==> src/rtl/nor_gate_pkg.sv <==
// Shared definitions for the nor_gate leaf cell.
// Holds default sizes and the counter word type.
package nor_gate_pkg;

  localparam int DEFAULT_WIDTH = 1;
  localparam int DEFAULT_CNT_W = 16;

  typedef logic [DEFAULT_CNT_W-1:0] cnt_t;

endpackage

==> src/rtl/nor_gate_cell.sv <==
// nor_cell: single-bit combinational NOR.
// Ports: a, b operands; y = ~(a | b).
module nor_cell (
  input  logic a,
  input  logic b,
  output logic y
);

  assign y = ~(a | b);

endmodule

==> src/rtl/nor_gate.sv <==
// nor_gate: bitwise NOR with registered copy, all-ones flag, change counter.
// Ports: clk, rst (async high), A, B, Y (comb), y_q, y_all, chg_cnt.
module nor_gate
  import nor_gate_pkg::*;
#(
  parameter int WIDTH = DEFAULT_WIDTH,
  parameter int CNT_W = DEFAULT_CNT_W
) (
  input  logic             clk,
  input  logic             rst,
  input  logic [WIDTH-1:0] A,
  input  logic [WIDTH-1:0] B,
  output logic [WIDTH-1:0] Y,
  output logic [WIDTH-1:0] y_q,
  output logic             y_all,
  output logic [CNT_W-1:0] chg_cnt
);

  localparam logic [CNT_W-1:0] CNT_ONE = CNT_W'(1);

  logic changed;
  logic at_max;

  for (genvar i = 0; i < WIDTH; i++) begin : g_cell
    nor_cell u_cell (
      .a(A[i]),
      .b(B[i]),
      .y(Y[i])
    );
  end

  // Compare the settled output against what was captured last edge.
  assign changed = (Y != y_q);
  assign at_max  = &chg_cnt;

  always_ff @(posedge clk or posedge rst) begin
    if (rst) begin
      y_q     <= '0;
      y_all   <= 1'b0;
      chg_cnt <= '0;
    end else begin
      y_q   <= Y;
      y_all <= &Y;
      // Saturate rather than wrap.
      if (changed && !at_max)
        chg_cnt <= chg_cnt + CNT_ONE;
    end
  end

endmodule

==> config.mk <==
export PLATFORM = sky130hd
export DESIGN_NAME = nor_gate
export DESIGN_NICKNAME = d
export VERILOG_FILES = /design/src/rtl/nor_gate_pkg.sv /design/src/rtl/nor_gate_cell.sv /design/src/rtl/nor_gate.sv
export SDC_FILE = /design/constraint.sdc
export NUM_CORES = 1
export LEC_CHECK = 0
export ABC_CLOCK_PERIOD_IN_PS = 4000
export CAP_MARGIN = 10
export CORE_UTILIZATION = 49
export DETAILED_ROUTE_END_ITERATION = 10
export PLACE_DENSITY = 0.86
export SYNTH_ARGS = -nofsm -noshare
export SYNTH_HDL_FRONTEND = slang
export SYNTH_SLANG_ARGS = --single-unit
==> constraint.sdc <==
create_clock -name clk -period 4 [get_ports clk]
set_input_delay 0.6 -clock clk [delete_from_list [all_inputs] [get_ports clk]]
set_output_delay 0.6 -clock clk [all_outputs]
set_load 0.05 [all_outputs]
==> summary.txt, run 1 <==
GRT
  • First-pass GRT wire length: ~2700 µm
  • Total grt overflow: 0
  • Initial antenna violation count: 0
  • Gr usage total: approximately 21%
  • Number of global-route vias before repair: 586
  • Largest net degree at the start of global routing: 18

Routing
  • Avg WL per Cell: roughly 14 µm
  • Vias per std cell: between 5 and 6
  • Drt first pass iters: 4
  • Post-route ant nets: 0
  • Drt initial violations: 21
  • Vias: 650
  • Final wirelength: 1599 µm
  • # DRC: 0

Yosys
  • Mapped cell area: between 800 and 900 µm²
  • Synth unique cells: 25
  • Syn Area/Cell: around 11 µm²
  • Seq/Total Area, Yosys: approximately half
  • Cells after Synth: 74
  • Post-Syn Nets: 79
  • Yosys top cell by area: dfrtp_1
  • Primary FF master, synth: dfrtp_1
  • Yosys warning total: 0
  • Synthesized flop and latch total: 17
  • Synth top area share: about half
  • Async S/R FF share, synth: 100.0%
  • Top cells by area, synth: dfrtp_1, xor2_1, xnor2_1
  • Top-count cell post-synth: dfrtp_1
  • Post-synth top cells: dfrtp_1, xor2_1, nand2_1, nor2_1, xnor2_1
  • Post-synth EDFFs: 0

Finish
  • Register area: roughly 430 µm²
  • Number of diodes: 0
  • Fin nets: about 100
  • Layout cells sized above 1: between 10% and 20%
  • Area grow syn2layout: 31.00%
  • Area occupied by multi-input gates: approximately 380 µm²
  • FILL cells: 123

Floorplanning
  • Core area: 0.001541 mm²
  • # rows: 14
  • I/O Pins: 23
  • Die H: approximately 43 µm
  • Die area: ~0.0018 mm²
  • Die Span X: approximately 43 µm
  • Initial Util: between 50% and 60%

Setup path
  • Crit path arrival time: between 2 and 2.5 ns
  • Setup crit end kind: output pin
  • Worst Setup Start Kind: input pin
  • Reg2reg start: chg_cnt[0]
  • Critical Path Fanout Max: 3
  • Critical Path Source: B
  • WP data required: 3.40 ns
  • Setup CP Type: input pin to output pin
  • Worst-case reg-to-reg path depth: 6

STA
  • Worst slew margin: between 50% and 60%
  • Fmax: between 300 and 400 MHz
  • # setup viols final: 0
  • Final setup margin: approximately 1.4 ns
  • Final period demand of the worst path: roughly 2.6 ns
  • Final hold viol count: 0
  • Slew @ Worst Pin: roughly 0.64 ns
  • Final Max Slew Viols: 0
  • Period utilization: between 60 and 70%
  • Total negative setup slack: 0 ns
  • Setup Skew: approximately 0.0034 ns
  • RSZ-0062 raised after global routing: false

Place
  • Post-DP HPWL: 1160 µm
  • Port bufs: 22
  • RePlAce Congestion: around 0.81
  • DP Worst Slack: around 1.4 ns

Clocking
  • Sink Count: 17
  • Deepest clock path buffer count: 2
  • CTS Buf Count: 3
  • Clock transition at path regs: about 0.10 ns
  • CTS root buffer: clkbuf_4
  • Hold_buf cts: 0
  • H-tree Lvls: 1
  • # resized after CTS: 0
  • Clock Latency Late Sink: approximately 0.29 ns
  • TritonCTS clock tree: yes
  • Setup Buffers After CTS: 0

Power
  • Int Pwr: roughly 0.33 mW
  • Flop pwr share: around 42%
  • Leak: a little under 0.5 nW
  • Power share of the clock group: 15.6%
  • Max IR drop VDD: 0.5041 mV
  • Pwr Density: around 550 mW/mm²
  • Switching power: roughly 0.26 mW
  • Logic pwr share: between 40% and 50%
  • Switching Share: between 40% and 50%

Min path
  • Worst Hold Launch: chg_cnt[15]
  • Hold depth: 1
  • Worst min path class: register to register

Flow run
  • Maxcap violations: 0

Status
  • Status: finished clean
[worst paths after layout]
| kind | end | slack, ns |
|---|---|---|
| max | Y | 1.38 |
| min | chg_cnt[15] | 0.53 |
| max reg2reg | chg_cnt[15] | 2.04 |
| min reg2reg | chg_cnt[15] | 0.53 |
| max in group asynchronous | chg_cnt[13] | 2.91 |
| min in group asynchronous | chg_cnt[14] | 0.68 |
[flip-flops by register name (all words and copies together), names as in the netlist]
name and cells:
chg_cnt 16, y_all 1
[area by class of cell]
class,instances,share of cell area (%)
clock inverters,1,0.4640
well taps,16,1.856
multi-input cells,53,35.03
clock buffers,3,2.088
flip-flops and latches,17,39.44
inverters,2,0.6961
repair buffers,22,20.42
[through the flow]
step	util (%)	total power [mW]	cell area (µm²)	hold slack (ns)	std cells
final	69.97	0.5886	1079	0.5304	114
after global routing	69.97	0.6231	1079	0.5598	114
after detailed placement	68.18	0.4989	1051	0.5181	110
after global placement	68.18	0.4946	1051	0.5051	110
after CTS	69.97	0.5913	1079	0.5333	114
after floorplan	-	0.4124	823.3	0.5261	74
[worst max-delay path, stage by stage]
cell	delay [ns]
clkdlybuf4s50_1	0.45
nor2_4	0.15
clkdlybuf4s50_1	0.82
[power groups by stage]
stage	logic (mW)	clock network (mW)	registers [mW]
final	0.248	0.0919	0.248
after global routing	0.264	0.104	0.255
after CTS	0.249	0.0940	0.248
after detailed placement	0.248	0	0.251
after global placement	0.245	0	0.249
after floorplan	0.0545	0	0.358
[cell usage in the layout, fill, tap and decap left out, types with 2 or more instances in the layout]
cell type,instances
inv_1,2
xor2_1,8
clkbuf_4,3
mux2_2,3
nand3_1,3
dfrtp_1,17
clkdlybuf4s50_1,22
nor3_1,2
nor2_1,6
o21ai_0,2
nand2_1,7
and4_1,2
and3_1,2
xnor2_1,5
nand4_1,3
[cells by family after synthesis]
| logic type | count (synthesis) | synth area share [%] |
|---|---|---|
| xor+xnor | 13 | 13.83 |
| flops | 17 | 51.67 |
| simple gates | 32 | 23.25 |
| compound gates | 3 | 1.976 |
| buf+inv | 4 | 2.432 |
| fa+ha+maj | 1 | 1.520 |
| mux | 4 | 5.319 |
[routing by layer]
layer  GRT usage, %  routed length [µm]  share of wire, %  up-vias
met5              0                   0                 0        -
met4          12.73                  44               2.8        0
met2          30.91                 712                45       24
met3          7.660                  97               6.1        6
met1          25.56                 744                47      315
li1               -                   -                 -      305
No activity file was read; power rests on OpenSTA's default activity.
==> run 2: changes to the inputs <==
ABC_CLOCK_PERIOD_IN_PS = 2500   (was 4000)
CORE_UTILIZATION = 46   (was 49)
PLACE_DENSITY = 0.81   (was 0.86)
clock period = 2.5 ns   (was 4 ns; I/O delays follow)
==> summary.txt, run 2 (synthesis results as in run 1) <==
STA
  • RSZ-0062 raised after global routing: false
  • Setup Skew: between 0.001 and 0.0015 ns
  • Total negative setup slack: 0 ns
  • # setup viols final: 0
  • Final period demand of the worst path: 1.951 ns
  • Period utilization: approximately four fifths
  • Worst slew margin: 58.97%
  • Final hold viol count: 0
  • Final setup margin: around 0.55 ns
  • Slew @ Worst Pin: ~0.61 ns
  • Final Max Slew Viols: 0
  • Fmax: between 500 and 600 MHz

Clocking
  • Clock transition at path regs: about 0.09 ns
  • Sink Count: 17
  • Setup Buffers After CTS: 0
  • TritonCTS clock tree: yes
  • Hold_buf cts: 0
  • CTS Buf Count: 3
  • CTS root buffer: clkbuf_4
  • H-tree Lvls: 1
  • Clock Latency Late Sink: around 0.28 ns
  • Deepest clock path buffer count: 2
  • # resized after CTS: 0

Power
  • Logic pwr share: 42.3%
  • Switching power: 0.4017 mW
  • Flop pwr share: a little over two fifths
  • Pwr Density: 860.2 mW/mm²
  • Switching Share: between 40% and 50%
  • Leak: 0.4816 nW
  • Max IR drop VDD: 0.8918 mV
  • Int Pwr: 0.5315 mW
  • Final total power: between 0.9 and 1 mW
  • Power share of the clock group: 15.3%

Setup path
  • Worst Path Buf+Inv: 1
  • Crit-path slowest cell: clkdlybuf4s50_1
  • CP top delay family: buffers and inverters
  • Critical Path Fanout Max: 5
  • Crit path arrival time: 1.58 ns
  • Setup CP Type: register to output pin
  • Worst Setup Start Kind: register
  • Worst path max stage delay: 0.84 ns
  • WP data required: ~2.1 ns
  • Crit path cell chain: clkdlybuf4s50_1
  • Setup crit end kind: output pin

Finish
  • Layout cells sized above 1: between 10% and 20%
  • Top flop regs: chg_cnt: 16 flops, y_all: 1 flops
  • Final Cell Area: 0.001085 mm²
  • Most flop-heavy register: chg_cnt
  • FILL cells: 121
  • Largest register FFs: 16
  • Most frequent cells in the layout: clkdlybuf4s50_1, dfrtp_1, xor2_1, nand2_1, nor2_1
  • Leading cell type in the layout, fill and taps excluded: clkdlybuf4s50_1
  • Final std cells w/o fill: between 100 and 150
  • Number of diodes: 0
  • Fin nets: 104
  • Area grow syn2layout: 31.76%

GRT
  • Initial antenna violation count: 0
  • Number of global-route vias before repair: a little over 600
  • Gr usage total: between 10% and 20%
  • Largest net degree at the start of global routing: 18
  • Total grt overflow: 0
  • First-pass GRT wire length: roughly 2600 µm

Floorplanning
  • Initial Util: between 50% and 60%
  • I/O Pins: 23
  • Die Span X: roughly 44 µm
  • Die area: 0.001963 mm²
  • Core area: between 0.0015 and 0.002 mm²
  • # rows: 14
  • Die H: 44.31 µm

Routing
  • Final wirelength: between 1500 and 2000 µm
  • Drt first pass iters: 4
  • Avg WL per Cell: 12.58 µm
  • Vias per std cell: between 5 and 6
  • Drt initial violations: 8
  • # DRC: 0
  • Vias: 627
  • Post-route ant nets: 0

Place
  • Post-DP HPWL: 1211 µm
  • Port bufs: 22
  • Cells after DPL: 118
  • DP Worst Slack: ~0.28 ns
  • Area after DPL: about 0.0011 mm²
  • RePlAce Congestion: about 0.8

Status
  • Status: finished clean

Flow run
  • Maxcap violations: 0

Min path
  • Worst min path class: input pin to async pin
==> run 2: path summary, 6_finish.rpt <==
kind	start	end	slack (ns)	depth (start not counted)
max reg2reg	chg_cnt[0]	chg_cnt[15]	0.58	6
max in group asynchronous	rst	chg_cnt[8]	1.65	2
min	rst	chg_cnt[6]	0.45	2
max	chg_cnt[7]	chg_cnt[7]	0.55	1
min in group clk	chg_cnt[15]	chg_cnt[15]	0.52	1
min reg2reg	chg_cnt[15]	chg_cnt[15]	0.52	1
==> run 2: stage by stage <==
step	hold WS, ns	util, %
floorplan	0.3011	-
global placement	0.5051	66.41
detailed placement	0.5107	66.41
CTS	0.4792	68.05
global route	0.5122	68.05
finish	0.4518	68.05
==> run 2: metal layers <==
metal / vias up / wire length [µm] / global-route usage, %
li1: 308 / - / -
met2: 19 / 716 / 30.59
met1: 295 / 713 / 23.40
met5: - / 0 / 0
met4: 0 / 29 / 9.091
met3: 5 / 77 / 2.449
==> run 2: area by class of cell <==
class,count,area [µm²],share of cell area [%]
Inverter,2,7.507,0.6920
Clock buffer,4,26.28,2.422
Timing Repair Buffer,22,217.7,20.07
Multi-Input combinational cell,53,377.9,34.83
Sequential cell,17,425.4,39.22
Tap cell,24,30.03,2.768
==> run 2: power groups by stage <==
stage	clock (mW)	combinational (mW)	sequential (mW)
finish	0.143	0.395	0.396
global route	0.157	0.414	0.409
CTS	0.145	0.399	0.398
detailed placement	0	0.396	0.403
global placement	0	0.394	0.399
floorplan	0	0.0872	0.573
==> run 3: changes to the inputs <==
ABC_CLOCK_PERIOD_IN_PS = 1710   (was 2500)
CORE_UTILIZATION = 41   (was 46)
PLACE_DENSITY = 0.77   (was 0.81)
clock period = 1.71 ns   (was 2.5 ns; I/O delays follow)
==> summary.txt, run 3 (synthesis results as in run 1) <==
Finish
  • Largest register FFs: 16
  • Top flop regs: chg_cnt: 16 flops, y_all: 1 flops
  • Area grow syn2layout: 53.80%
  • Layout cells sized above 1: approximately three fifths
  • Fin nets: roughly 130
  • Final Cell Area: 0.001266 mm²
  • Most flop-heavy register: chg_cnt
  • Final std cells w/o fill: ~150
  • Leading cell type in the layout, fill and taps excluded: buf_4
  • Number of diodes: 0
  • Most frequent cells in the layout: buf_4, dfrtp_2, xor2_1, nand2_1, xnor2_1
  • Fin util: 70.28%

STA
  • # setup viols final: 1
  • RSZ-0062 raised after global routing: true
  • Period utilization: 100.3%
  • Setup Skew: around 0.0010 ns
  • Final Max Slew Viols: 0
  • Total negative setup slack: -0.004632 ns
  • Final setup margin: -0.004632 ns
  • Final period demand of the worst path: around 1.7 ns
  • Worst slew margin: 82.18%
  • Final hold viol count: 0
  • WHS: 0.2673 ns
  • Slew @ Worst Pin: approximately 0.27 ns
  • Fmax: roughly 580 MHz

Power
  • Max IR drop VDD: just under 1 mV
  • Leak: ~0.6 nW
  • Pwr Density: ~1200 mW/mm²
  • Final total power: 1.532 mW

Status
  • Status: finished, violations left
  • Failing checks: setup timing

Setup path
  • Critical Path Fanout Max: 4
  • Worst Setup Start Kind: input pin
  • Crit path arrival time: approximately 1.9 ns
  • Worst path max stage delay: approximately 0.50 ns
  • Worst Path Buf+Inv: 1
  • Setup CP Type: input pin to register
  • Crit-path slowest cell: clkdlybuf4s50_1
  • Crit path cell chain: clkdlybuf4s50_1, nor2_4, xnor2_1, or3_1, nor2_1, mux2_2
  • Setup crit end kind: register
  • CP top delay family: simple AND/OR/NAND/NOR gates
  • WP data required: around 1.9 ns

Routing
  • Post-route ant nets: 0
  • Drt first pass iters: 4
  • # DRC: 0
  • Final wirelength: 1879 µm
  • Vias: 721
  • Avg WL per Cell: 12.96 µm
  • Drt initial violations: 11
  • Vias per std cell: between 4 and 5

Place
  • Cells after DPL: ~140
  • Post-DP HPWL: between 1500 and 2000 µm
  • Port bufs: 22
  • RePlAce Congestion: ~0.80
  • DP Worst Slack: -0.4095 ns
  • Area after DPL: ~0.0012 mm²

GRT
  • Number of global-route vias before repair: 740
  • Total grt overflow: 0
  • Largest net degree at the start of global routing: 18
  • First-pass GRT wire length: 3180 µm
  • Initial antenna violation count: 0
  • Gr usage total: a little over a fifth

Flow run
  • Maxcap violations: 0

Floorplanning
  • Die Span X: approximately 47 µm
  • Initial Util: between 40% and 50%
  • Die area: about 0.0022 mm²
  • I/O Pins: 23
  • Core area: around 0.0018 mm²
  • Die H: about 47 µm
  • # rows: 15

Clocking
  • Hold_buf cts: 0
  • H-tree Lvls: 1
  • CTS Buf Count: 3
  • Sink Count: 17
  • Deepest clock path buffer count: 2
  • Clock transition at path regs: roughly 0.10 ns
  • CTS root buffer: clkbuf_4
  • TritonCTS clock tree: yes
  • Clock Latency Late Sink: 0.28 ns

Min path
  • Worst min path class: input pin to async pin
==> run 3: report_power, final <==
| part | leakage, nW | internal [mW] | switching, mW |
|---|---|---|---|
| clock network | 0.0150 | 0.0906 | 0.123 |
| registers | 0.198 | 0.493 | 0.0572 |
| logic | 0.391 | 0.307 | 0.461 |
==> run 3: routing by layer <==
layer	GRT usage (%)	vias up	share of wire, %
met5	0	-	0
met4	8.000	0	1.1
met3	4.231	4	3.6
met2	37.50	19	56
met1	24.82	350	40
li1	-	348	-
==> run 3: final cells by class <==
class                           instances  area [µm²]
Timing Repair Buffer                   44       350.3
Clock buffer                            4       26.28
Inverter                                2       7.507
Sequential cell                        17       445.4
Multi-Input combinational cell         53       405.4
Fill cell                             149       535.5
Tap cell                               25       31.28
==> run 3: tightest hold or removal path, cell delays in order <==
cell and delay (ns):
clkdlybuf4s50_1 0.40, inv_1 0.05, buf_4 0.23
==> run 3: path summary, 6_finish.rpt <==
kind                        startpoint     endpoint  slack [ns]  cells after the start
setup reg to reg            chg_cnt[1]  chg_cnt[11]      -0.005                      6
max in group asynchronous          rst   chg_cnt[3]        1.25                      3
min in group clk           chg_cnt[15]  chg_cnt[15]        0.57                      2
hold / removal                     rst  chg_cnt[14]        0.27                      3
setup / recovery                     B  chg_cnt[10]      -0.005                      6
hold reg to reg            chg_cnt[15]  chg_cnt[15]        0.57                      2
==> run 3: repair_timing <==
item                       in CTS  in global routing
setup buffers                   0                  0
pin swaps                       3                  1
setup endpoints to repair       6                  6
resized for setup               2                  0
==> edit 1, RTL diff (flow settings as in run 2) <==
The package constant `DEFAULT_CNT_W` goes from 16 to 18.
--- a/src/rtl/nor_gate_pkg.sv
+++ b/src/rtl/nor_gate_pkg.sv
@@ -4,5 +4,5 @@
 
   localparam int DEFAULT_WIDTH = 1;
-  localparam int DEFAULT_CNT_W = 16;
+  localparam int DEFAULT_CNT_W = 18;
 
   typedef logic [DEFAULT_CNT_W-1:0] cnt_t;
Interface: changed (resized chg_cnt); port bits go from 23 to 25. No check against the original RTL was run, so the function may have changed too.
==> edit 1 against run 2 <==
Critical path depth is the same; power up 19%; via count is 37% higher; non-clock buffer count up 2; routed wire length up 37%; sequential power rose by 16%; sequential cell count grew 2; worst setup slack worse by 28 ps; combinational power increased by 26%; design area increased by 20%; synthesized area is 22% higher; fmax shrank 1.4%; largest power group is now combinational cells.
==> edit 1: results <==
[yosys]
syn-num-nets = 101
ys_seq_area_share_pct = 47.20
synthAdderAreaFrac_pct = 1.242
synth.area.mux_share_pct = 4.348
synth_xor_area_share_pct = 8.696
synth_common_cells = dfrtp_1 (19), xor2_1 (8), nand2_1 (6), nor3_1 (6)
synth.area.top_cells = dfrtp_1 (47%), xor2_1 (7.0%), and4_1 (3.5%)
synth.distinct_cells = 32

[global_route]
grt_first_pass_wirelength_mm = 3.670
met1_usage_pct = 25.71
grt_max_degree = 20
gr-usage-all-layers_pct = 19.83
met3_usage_pct = 5.607

[floorplan]
dieArea_um2 = 2381

[cells_and_area]
fillCellCount = 179
buf_share_pct = 18.32
multi_input_gates = 73
fin_nets = 129
multi_input_area_share_pct = 39.54
drive_above_1_share_pct = 9.756
clkCellAreaFrac_pct = 2.025
inv_count = 3
num-nonclk-buffers = 24
seq_share_pct = 36.64

[clock_tree]
cts.sinks = 19

[timing]
tightest_slew_ps = 695.8
post-route-period-util_pct = 79.17
final.setup_skew_ps = 5.103

[worst_setup_path]
worstSetupEndpoint = chg_cnt[9]
r2r_slack_ps = 620
rr_worst_depth = 5
crit_fanout = 7
crit_arrival_ps = 1600

[drt]
route.met2.wl_mm = 1.061
initialDrtViolationCount = 27
dr_wl_met3_um = 114
routed_wl_mm = 2.100

[power_and_ir_drop]
leakage_uw = 0.0005216
worst_ir_drop_vdd_uv = 620.3
p_switching_uw = 506.7

[place]
post-dp-hpwl_mm = 1.575
post-place-ws_ps = 289.0
gp_congestion = 0.7930

[outcome]
outcome = completed
[edit 1: changes by cell type in the layout (fill, tap and decap cells not counted), sizes merged, moves of 2 or more]
cell,run 2,this run
nand3,3,5
nor4,1,3
xnor2,5,2
o211ai,0,2
and4,2,4
nand4,3,5
nor2,7,5
nor3,4,6
a21oi,0,6
dfrtp,17,19
clkdlybuf4s50,21,23
nor4b,0,2
[edit 1: power by group through the flow]
| stage | clock (µW) | sequential [µW] | combinational, µW |
|---|---|---|---|
| 6_report | 152 | 458 | 499 |
| 5_1_grt | 169 | 470 | 525 |
| 4_1_cts | 159 | 457 | 504 |
| 3_5_place_dp | 0 | 463 | 502 |
| 3_3_place_gp | 0 | 459 | 491 |
| 2_1_floorplan | 0 | 666 | 121 |
[edit 1: per-stage QoR]
step                      hold slack (ps)  util, %  instances
after floorplan                     326.1        -         96
after global placement              502.2    63.50        146
after detailed placement            503.3    63.50        146
after CTS                           507.6    64.81        150
after global routing                538.2    64.81        150
final                               472.9    64.81        150
==> edit 2, RTL diff (settings of run 2) <==
Without the edit above. Put one more register stage on the output `chg_cnt`, with the module's reset. The value now appears one clock later. The other outputs are not delayed to match.
--- a/src/rtl/nor_gate.sv
+++ b/src/rtl/nor_gate.sv
@@ -19,4 +19,6 @@
   localparam logic [CNT_W-1:0] CNT_ONE = CNT_W'(1);
 
+  logic [CNT_W-1:0] chg_cnt_s0;
+
   logic changed;
   logic at_max;
@@ -32,5 +34,5 @@
   // Compare the settled output against what was captured last edge.
   assign changed = (Y != y_q);
-  assign at_max  = &chg_cnt;
+  assign at_max  = &chg_cnt_s0;
 
   always_ff @(posedge clk or posedge rst) begin
@@ -38,5 +40,5 @@
       y_q     <= '0;
       y_all   <= 1'b0;
-      chg_cnt <= '0;
+      chg_cnt_s0 <= '0;
     end else begin
       y_q   <= Y;
@@ -44,5 +46,13 @@
       // Saturate rather than wrap.
       if (changed && !at_max)
-        chg_cnt <= chg_cnt + CNT_ONE;
+        chg_cnt_s0 <= chg_cnt_s0 + CNT_ONE;
+    end
+  end
+
+  always_ff @(posedge clk or posedge rst) begin
+    if (rst) begin
+      chg_cnt <= '0;
+    end else begin
+      chg_cnt <= chg_cnt_s0;
     end
   end
Formal check against the unedited RTL: not equivalent (Yosys sat finds a counterexample within 4 cycles, from zero or initial values and one cycle with rst high).
==> edit 2 against run 2 <==
Design area increased by 48%; cell count rose by 23%; worst setup slack improved by 23 ps; routed wire length grew 41%; sequential cell count is 16 higher; core utilization fell by 5.4 points; combinational power increased by 7.8%; count of clock-buffer cells in the layout rose by 3; global-route usage decreased by 0.22 points; synthesized area grew 58%; largest power group unchanged; non-clock buffer count grew 1; register-to-register slack improved by 290 ps; power up 54%.
==> edit 2: results <==
[global_route]
grt_max_degree = 34
met1_usage_pct = 21.45
grt_pass1_vias = 794
grtUsageMet2_pct = 28.51
gr-usage-all-layers_pct = 18.12
met3_usage_pct = 6.557

[power_and_ir_drop]
leakage_uw = 0.0007803
worst_ir_drop_vdd_uv = 824.3

[yosys]
synth.area.mux_share_pct = 1.156
synth.distinct_cells = 28
synth_common_cells = dfrtp_1 (33), xor2_1 (11), nor2_1 (6)
syn-num-nets = 96
synth.area.top_cells = dfrtp_1 (64%), xor2_1 (7.4%), nor4_4 (3.3%)

[worst_setup_path]
cp-startpoint = y_all$_DFF_PP0_
reg2reg_from = chg_cnt_s0[0]$_DFFE_PP0P_
reg2reg_to = chg_cnt_s0[1]$_DFFE_PP0P_
crit_arrival_ps = 1550
r2r_slack_ps = 870

[place]
placed_cells = 143
post-place-ws_ps = 420.1
post-dp-hpwl_mm = 1.592

[outcome]
outcome = completed

[timing]
final.setup_skew_ps = 14.13
fmax_ghz = 0.5187

[drt]
via_per_inst = 5.393
initialDrtViolationCount = 2
routed_wl_mm = 2.172

[cells_and_area]
largestRegisters = chg_cnt: 16 flops, chg_cnt_s0: 16 flops, y_all: 1 flops
drive_above_1_share_pct = 14.17
multi_input_area_um2 = 457.9

[clock_tree]
cts_buffers = 5
htreeDepth = 2
-- edit 2: cell count changes after synthesis, sizes merged, moves of 2 or more --
cell           run 2  this run
nand2              7         4
o21ai              2         0
a21oi              0         3
and4               2         0
mux2               3         1
xor2               8        11
nor3b              0         2
and4bb             0         3
dfrtp             17        33
nor4               1         4
xnor2              5         3
-- edit 2: tightest hold or removal path, stage by stage --
cell,delay [ps]
clkdlybuf4s50_1,390
inv_1,50
buf_4,350
-- edit 2: cell type report --
cell class / count / share of cell area (%)
flip-flops and latches: 33 / 51.32
multi-input cells: 55 / 28.46
repair buffers: 23 / 14.00
clock buffers: 7 / 3.421
well taps: 30 / 2.333
inverters: 2 / 0.4666
-- edit 2: where the power goes --
group          leakage (µW)  internal [µW]  switching (µW)
registers          0.000430            635            83.4
clock network     0.0000314            133             159
logic              0.000319            153             273
total              0.000780            921             515
-- edit 2: routing by layer --
layer / part of all wire [%] / vias up
met1: 41 / 405
met2: 51 / 21
met3: 5.4 / 6
met4: 2.4 / 0
li1: - / 377
met5: 0 / -
